### config.mk
export PLATFORM = sky130hd
export DESIGN_NAME = risc_seq_ctrl
export DESIGN_NICKNAME = d
export VERILOG_FILES = /design/src/rtl/risc_ctrl_pkg.sv /design/src/rtl/risc_seq_ctrl.sv
export SDC_FILE = /design/constraint.sdc
export NUM_CORES = 1
export LEC_CHECK = 0
export ABC_AREA = 1
export CAP_MARGIN = 20
export CELL_PAD_IN_SITES_DETAIL_PLACEMENT = 0
export CELL_PAD_IN_SITES_GLOBAL_PLACEMENT = 1
export CORE_ASPECT_RATIO = 0.75
export CORE_MARGIN = 3
export CORE_UTILIZATION = 23
export DETAILED_ROUTE_END_ITERATION = 10
export PLACE_DENSITY_LB_ADDON = 0.15
export SYNTH_ARGS = -nofsm -noshare
export SYNTH_HDL_FRONTEND = slang
export SYNTH_SLANG_ARGS = --single-unit
### constraint.sdc
create_clock -name clk -period 1.1 [get_ports clk]
set_input_delay 0.11 -clock clk [delete_from_list [all_inputs] [get_ports clk]]
set_output_delay 0.11 -clock clk [all_outputs]
set_load 0.05 [all_outputs]
### src/rtl/risc_ctrl_pkg.sv
// Shared encodings for the 8-bit RISC core: opcode values, sequencer states
// and the ALU-opcode classification used by the IR decode, ALU and bench.
package risc_ctrl_pkg;

  localparam int OP_W    = 3;
  localparam int STATE_W = 4;

  typedef enum logic [OP_W-1:0] {
    OP_HLT = 3'd0,
    OP_SKZ = 3'd1,
    OP_ADD = 3'd2,
    OP_AND = 3'd3,
    OP_XOR = 3'd4,
    OP_LDA = 3'd5,
    OP_STO = 3'd6,
    OP_JMP = 3'd7
  } opcode_t;

  typedef enum logic [STATE_W-1:0] {
    S0     = 4'd0,
    S1     = 4'd1,
    S2     = 4'd2,
    S3     = 4'd3,
    S4     = 4'd4,
    S5     = 4'd5,
    S6     = 4'd6,
    S7     = 4'd7,
    HALTED = 4'd8
  } state_t;

  // Opcodes whose operand is read from memory and routed through the ALU.
  function automatic logic is_aluop(input opcode_t op);
    return (op == OP_ADD) || (op == OP_AND) || (op == OP_XOR) || (op == OP_LDA);
  endfunction

endpackage

### src/rtl/risc_seq_ctrl.sv
// Fetch/execute sequencer of the 8-bit RISC core: 8-state cycle plus HALTED,
// decoded into PC/IR/ACC/bus/memory strobes. Optional macro RISC_SEQ_RESUME_EN.
module risc_seq_ctrl #(
  parameter int OP_W        = 3,
  parameter bit HALT_STICKY = 1'b1
) (
  input  logic            clk,
  input  logic            reset,
  input  logic            ena,
`ifdef RISC_SEQ_RESUME_EN
  input  logic            resume,
`endif
  input  logic [OP_W-1:0] opcode,
  input  logic            zero,
  output logic            inc_pc,
  output logic            load_pc,
  output logic            load_ir,
  output logic            load_acc,
  output logic            rd,
  output logic            wr,
  output logic            datactl_ena,
  output logic            halt,
  output logic [3:0]      state_o
);
  import risc_ctrl_pkg::*;

  state_t  state_reg;
  state_t  state_next;
  opcode_t op;
  logic    alu_op;

  assign op      = opcode_t'(opcode);
  assign alu_op  = is_aluop(op);
  assign state_o = state_reg;

  always_ff @(posedge clk) begin
    if (reset) begin
      state_reg <= S0;
    end else begin
      state_reg <= state_next;
    end
  end

  always_comb begin
    state_next = S0;
    case (state_reg)
      HALTED: begin
`ifdef RISC_SEQ_RESUME_EN
        state_next = resume ? S0 : HALTED;
`else
        state_next = HALTED;
`endif
      end
      S0, S1, S2, S4, S5, S6: begin
        if (ena) state_next = state_t'(state_reg + 4'd1);
      end
      S3: begin
        if (ena) state_next = (HALT_STICKY && op == OP_HLT) ? HALTED : S4;
      end
      default: state_next = S0;  // S7 wraps; illegal encodings recover to S0
    endcase
  end

  // Strobe decode; HALTED ignores ena, every other state is gated by it.
  always_comb begin
    inc_pc      = 1'b0;
    load_pc     = 1'b0;
    load_ir     = 1'b0;
    load_acc    = 1'b0;
    rd          = 1'b0;
    wr          = 1'b0;
    datactl_ena = 1'b0;
    halt        = 1'b0;
    if (!reset) begin
      if (state_reg == HALTED) begin
        halt = 1'b1;
      end else if (ena) begin
        case (state_reg)
          S0: begin
            rd      = 1'b1;
            load_ir = 1'b1;
          end
          S1: begin
            rd      = 1'b1;
            load_ir = 1'b1;
            inc_pc  = 1'b1;
          end
          S3: begin
            inc_pc = 1'b1;
            halt   = (op == OP_HLT);
          end
          S4: begin
            rd          = alu_op;
            load_pc     = (op == OP_JMP);
            datactl_ena = (op == OP_STO);
          end
          S5: begin
            rd          = alu_op;
            load_acc    = alu_op;
            load_pc     = (op == OP_JMP);
            inc_pc      = (op == OP_JMP) || (op == OP_SKZ && zero);
            datactl_ena = (op == OP_STO);
          end
          S6: begin
            rd          = alu_op;
            wr          = (op == OP_STO);
            datactl_ena = (op == OP_STO);
          end
          S7: begin
            inc_pc = (op == OP_SKZ) && zero;
          end
          default: ;
        endcase
      end
    end
  end

endmodule

==> impl_metrics.py, run 1 <==
metrics = {
    "power_and_ir_drop": {
        "power_density_nw_per_um2": 555.0,
        "irDropWorstVdd_v": 0.0005573,
        "total_power_uw": 645.8,
        "p_leak_nw": 0.5012,
    },
    "timing": {
        "max_slew_margin_pct": 77.32,
        "clock_skew_ns": 0.004606,
        "holdWs_ns": 0.5921,
        "worstMarginPinSlew_ns": 0.3387,
        "finalWorstSetupSlack_ns": -0.5048,
        "fin_setup_tns_ns": -4.735,
        "finalSetupViolations": 12,
        "drv_slew": 0,
        "fin_crit_sh_pct": 145.9,
        "min_period_ns": 1.605,
        "fmax_mhz": 623.1,
        "hold_viol_final": 0,
        "rsz0062_at_grt": "true",
    },
    "die": {
        "ioPinCount": 19,
        "die_w_um": 56.03,
        "fp.dieH_um": 43.52,
        "die_area_um2": 2438,
        "core-area_um2": 1622,
        "initial_utilization_pct": 26.62,
        "rows": 12,
    },
    "yosys": {
        "syn_nets": 82,
        "seq_area_frac_synth_pct": 18.55,
        "avgSynthCellArea_um2": 6.080,
        "netlist_instances": 71,
        "synth.distinct_cells": 20,
        "netlist_area_um2": 431.7,
        "ys_ff_latch": 4,
        "yosysWarnings": 0,
    },
    "hold_path": {
        "min_path_type": "in2reg",
        "min_delay_path_depth": 4,
        "holdPathEnd": "state_o[2]",
        "hold_start": "ena",
    },
    "critical_path": {
        "arrival_ns": 1.49,
        "reg2reg_depth": 10,
        "crit_path_start_kind": "register",
        "r2r_setup_slack_ns": -0.37,
        "crit_path_max_fanout": 3,
        "reg2reg_from": "state_o[0]",
        "rr_endpoint": "state_o[3]",
        "crit_chain": "inv_4 > ha_2 > buf_4 > o211ai_1 > a21oi_4 > buf_12",
        "critPathMaxStageDelay_ns": 0.36,
        "critPathSlowestCell": "dfxtp_4",
        "required_ns": 0.99,
        "crit_type": "reg2out",
        "crit_path_end_kind": "output pin",
    },
    "global_routing": {
        "antenna_found_initial": 0,
        "grt_use_total_pct": 14.57,
        "grt_pass1_wl_um": 2787,
        "grt_pass1_vias": 610,
        "grt.overflow.total": 0,
        "grt_max_degree": 7,
    },
    "place": {
        "dp_hpwl_um": 1241,
        "dp.cells": 133,
        "place.gp.congestion": 0.8062,
        "portBuffers": 18,
        "place_area_um2": 1044,
    },
    "run_status": {
        "violations": "negative setup slack",
        "status": "finished with violations",
    },
    "layout": {
        "largest_register_ffs": 4,
        "nFillCells": 120,
        "finalNetCount": 134,
        "syn2layout_area_growth_pct": 169.6,
        "stdcell_area_um2": 1164,
        "num_antenna_cells": 0,
        "drive_above_1_share_pct": 63.11,
        "layoutNonFillerInstCount": 143,
    },
    "clocking": {
        "cts_tree": "done",
        "cts_root_buf": "clkbuf_4",
        "clkSlewWorstSetupHoldPaths_ns": 0.04,
        "clockBufferDepth": 2,
        "clock_sinks": 4,
        "cts_buffers": 3,
        "clock_latency_ns": 0.25,
        "htree_levels": 1,
    },
    "route": {
        "drtIter0Drc": 18,
        "via_per_inst": 4.413,
        "post_drt_wl_per_cell_um": 12.07,
        "via_count": 631,
        "routed_wl_um": 1726,
        "drc": 0,
        "postRouteAntennaNets": 0,
        "drt-pass1-iter-count": 4,
    },
    "job": {
        "drv_cap": 0,
    },
}
[metal layers]
layer	part of all wire [%]	vias to the layer above	routed length, um	track usage (%)
li1	-	324	-	-
met1	45	286	777	18.47
met2	48	17	830	22.84
met3	4.7	4	81	4.167
met4	2.1	0	36	7.109
met5	0	-	0	0
[worst max path at each step]
stage                          start           to  slack, ns  cells after the start
after detailed placement         ena           rd      -0.39                      8
after CTS                 state_o[0]  datactl_ena      -0.51                      7
after floorplan           state_o[0]           wr      -0.50                      5
after global routing      state_o[0]           wr      -0.60                      7
final                     state_o[1]       inc_pc      -0.50                      6
after global placement           ena  datactl_ena      -0.36                      7
[cells in the mapped netlist]
cell,n,area (um2)
inv_1,11,41.29
nand4_1,1,6.260
nor2_4,1,11.26
dfxtp_1,4,80.08
nor3_1,1,5.000
nand2_1,17,63.81
nand2_2,1,6.260
o21bai_1,1,7.510
nor2_1,10,37.54
o21ai_2,1,8.760
ha_1,4,50.05
o21ai_0,1,5.000
nand3_1,6,30.03
a21oi_2,1,8.760
nor2_2,4,25.02
inv_2,2,7.510
nor3_2,1,10.01
a21oi_1,2,10.01
nand3_2,1,10.01
o211ai_1,1,7.510
[layout by cell type (no fill, tap or decap), types with 4 or more instances in the layout]
cell type | netlist | routed
nand2_2 | 1 | 4
nor2_4 | 1 | 4
inv_1 | 11 | 8
nor2_1 | 10 | 8
buf_4 | 0 | 26
nand3_1 | 6 | 4
clkdlybuf4s50_1 | 0 | 6
nand2_1 | 17 | 13
buf_12 | 0 | 12
[report_power, final]
group	internal [mW]	switching [mW]
Clock	0.137	0.0771
Combinational	0.145	0.135
Sequential	0.146	0.00579
Total	0.428	0.218
[worst max-delay path, delay by kind of cell, from the launching register on]
family | cells | cell delay, ns
compound gates | 2 | 0.37
flops | 1 | 0.36
buf+inv | 3 | 0.35
fa+ha+maj | 1 | 0.18
[area by class of cell]
cell class              instances  area, um2  area share, %
repair buffers                 47      529.3          45.48
multi-input cells              54      431.7          37.10
clock buffers                   4      26.28          2.258
well taps                      21      26.28          2.258
inverters                      13      57.56          4.946
flip-flops and latches          4      92.59          7.957
[stage by stage]
stage / setup WS [ns] / util (%)
after floorplan: -0.5031 / -
after global placement: -0.3649 / 64.35
after detailed placement: -0.3915 / 64.35
after CTS: -0.5136 / 68.44
after global routing: -0.6032 / 71.76
final: -0.5048 / 71.76
[what timing repair did]
item / in CTS / in global routing
hold endpoints to repair: 0 / 0
endpoints found under the setup margin: 12 / 12
gates resized for setup: 7 / 5
pin swaps: 7 / 8
hold buffers: 0 / 0
setup buffers: 2 / 4
[cell families after synthesis]
| family | Yosys count | synth area share, % |
|---|---|---|
| AO/OA/AOI/OAI | 7 | 11.02 |
| adder cells (fa/ha/maj) | 4 | 11.59 |
| buffers and inverters | 13 | 11.31 |
| flip-flops | 4 | 18.55 |
| AND/OR/NAND/NOR | 43 | 47.54 |
Note: power is estimated with default switching activity, not from simulation.
==> inputs of run 2 (changes only) <==
--- a/config.mk
+++ b/config.mk
@@ -9,9 +9,8 @@
 export CAP_MARGIN = 20
 export CELL_PAD_IN_SITES_DETAIL_PLACEMENT = 0
 export CELL_PAD_IN_SITES_GLOBAL_PLACEMENT = 1
-export CORE_ASPECT_RATIO = 0.75
 export CORE_MARGIN = 3
-export CORE_UTILIZATION = 23
+export CORE_UTILIZATION = 27
 export DETAILED_ROUTE_END_ITERATION = 10
 export PLACE_DENSITY_LB_ADDON = 0.15
 export SYNTH_ARGS = -nofsm -noshare
==> constraint.sdc (replaced) <==
create_clock -name clk -period 2 [get_ports clk]
set_input_delay 0.2 -clock clk [delete_from_list [all_inputs] [get_ports clk]]
set_output_delay 0.2 -clock clk [all_outputs]
set_load 0.05 [all_outputs]
==> run 2 against run 1 <==
  * The flow now finishes without violations
  * Via count shrank 22%
  * Clock power shrank 53%
  * First-iteration DRC count shrank 72%
  * Utilization shrank 18 points
  * Hold slack lost 0.12 ns
  * Die area shrank 13%
  * Cell area shrank 35%
  * Flip-flop and latch count is the same
  * Combinational power shrank 67%
  * Wire length shrank 41%
  * Register-to-register slack gained 1.1 ns
  * Critical path type unchanged
  * Largest power group is now the clock network
==> impl_metrics.py, run 2 (synthesized netlist as in run 1, its figures left out) <==
metrics = {
    "timing": {
        "hold_viol_final": 0,
        "drv_slew": 0,
        "holdWs_ns": 0.4703,
        "fmax_mhz": 550.9,
        "worstMarginPinSlew_ns": 0.4965,
        "fin_setup_tns_ns": 0,
        "clock_skew_ns": 0.001542,
        "fin_crit_sh_pct": 90.76,
        "rsz0062_at_grt": "false",
        "max_slew_margin_pct": 66.80,
        "min_period_ns": 1.815,
        "finalSetupViolations": 0,
    },
    "critical_path": {
        "critPathMaxStageDelay_ns": 0.34,
        "r2r_setup_slack_ns": 0.73,
        "crit_path_start_kind": "register",
        "rr_endpoint": "state_o[3]",
        "required_ns": 1.80,
        "reg2reg_from": "state_o[0]",
        "critPathSlowestCell": "dfxtp_2",
        "cp_top_family": "compound AO/OA/AOI/OAI gates",
        "crit_type": "reg2out",
        "cp_num_buf_inv": 2,
        "crit_chain": "inv_1 > ha_1 > nor2_2 > a21oi_2 > nand2_1 > o21bai_2 > buf_12",
        "crit_path_max_fanout": 6,
        "crit_path_end_kind": "output pin",
        "arrival_ns": 1.62,
        "reg2reg_depth": 6,
    },
    "global_routing": {
        "grt.overflow.total": 0,
        "antenna_found_initial": 0,
        "grt_use_total_pct": 12.06,
        "grt_pass1_wl_um": 1869,
        "grt_pass1_vias": 460,
        "grt_max_degree": 8,
    },
    "layout": {
        "num_antenna_cells": 0,
        "nFillCells": 130,
        "final_common_cell": "nand2_1",
        "stdcell_area_um2": 755.7,
        "finalNetCount": 105,
        "drive_above_1_share_pct": 31.52,
        "mostFrequentLayoutCells": "nand2_1, inv_1, clkdlybuf4s50_1, nor2_1, buf_12",
        "largest_register_ffs": 4,
        "syn2layout_area_growth_pct": 75.07,
    },
    "clocking": {
        "clock_latency_ns": 0.23,
        "clkSlewWorstSetupHoldPaths_ns": 0.04,
        "cts_buffers": 3,
        "cts_hold_buf": 0,
        "clock_sinks": 4,
        "cts_tree": "done",
        "postCtsSetupRepairBufs": 0,
        "cts_root_buf": "clkbuf_4",
        "clockBufferDepth": 2,
        "htree_levels": 1,
    },
    "power_and_ir_drop": {
        "irDropWorstVdd_v": 0.0003946,
        "p_leak_nw": 0.3260,
        "power_density_nw_per_um2": 368.5,
    },
    "route": {
        "postRouteAntennaNets": 0,
        "drt-pass1-iter-count": 4,
        "via_count": 492,
        "drc": 0,
        "routed_wl_um": 1022,
        "post_drt_wl_per_cell_um": 9.551,
        "via_per_inst": 4.598,
        "drtIter0Drc": 5,
    },
    "place": {
        "portBuffers": 18,
        "place_area_um2": 729.5,
        "place.gp.congestion": 0.7247,
        "dp_hpwl_um": 895.8,
    },
    "hold_path": {
        "hold_start": "state_o[0]",
        "min_delay_path_depth": 1,
        "holdPathEnd": "state_o[0]",
        "min_path_type": "reg2reg",
    },
    "run_status": {
        "status": "finished, final reports clean",
    },
    "die": {
        "ioPinCount": 19,
        "die_w_um": 45.99,
        "rows": 13,
        "die_area_um2": 2115,
        "core-area_um2": 1399,
        "fp.dieH_um": 45.99,
        "initial_utilization_pct": 30.86,
    },
    "job": {
        "drv_cap": 0,
    },
}
==> run 2: final cells by class <==
cell class / count / area (um2) / share of cell area (%)
multi-input combinational: 54 / 322.8 / 42.72
sequential: 4 / 82.58 / 10.93
inverter: 13 / 48.80 / 6.457
clock buffer: 3 / 22.52 / 2.980
tap: 15 / 18.77 / 2.483
timing repair buffer: 18 / 260.3 / 34.44
==> run 2: worst max-delay path by stage <==
| stage | startpoint | endpoint | slack [ns] | cells past startpoint |
|---|---|---|---|---|
| floorplan | state_o[0] | wr | 0.02 | 5 |
| global placement | ena | wr | 0.34 | 6 |
| detailed placement | ena | wr | 0.33 | 6 |
| CTS | state_o[0] | rd | 0.09 | 7 |
| global route | state_o[0] | rd | 0.05 | 7 |
| finish | state_o[0] | rd | 0.18 | 7 |
==> run 2: metal layers <==
metal	up-vias	GRT usage, %	wire length (um)	share of wire (%)
met2	18	19.78	456	45
met4	0	6.818	8	0.78
met3	2	1.186	66	6.5
li1	264	-	-	-
met5	-	0	0	0
met1	208	15.05	490	48
==> run 2: report_power, final <==
| group | total (mW) | switching (mW) | internal (mW) | leakage (nW) |
|---|---|---|---|---|
| Combinational | 0.0917 | 0.0527 | 0.0390 | 0.279 |
| Sequential | 0.0866 | 0.00356 | 0.0830 | 0.0333 |
| Clock | 0.100 | 0.0330 | 0.0671 | 0.0138 |
| Total | 0.278 | 0.0893 | 0.189 | 0.326 |
==> run 2: worst register-to-register path: cells and delay by family (launching register included) <==
family          cells  cell delay, ns
simple gates        2            0.30
buf+inv             1            0.09
flops               1            0.37
compound gates      2            0.15
fa+ha+maj           1            0.24
==> run 2: through the flow <==
stage,setup slack [ns],power (mW),instances,utilization (%)
6_report,0.1849,0.2785,107,54.03
3_5_place_dp,0.3336,0.1791,104,52.15
4_1_cts,0.09020,0.2822,107,53.76
5_1_grt,0.05457,0.2979,107,54.03
3_3_place_gp,0.3379,0.1786,104,52.15
2_1_floorplan,0.02311,0.1406,71,-
==> run 2: timing repair <==
item                                    CTS  global route
resized for setup                         0             2
endpoints found under the hold margin     0             0
endpoints found under the setup margin    0             1
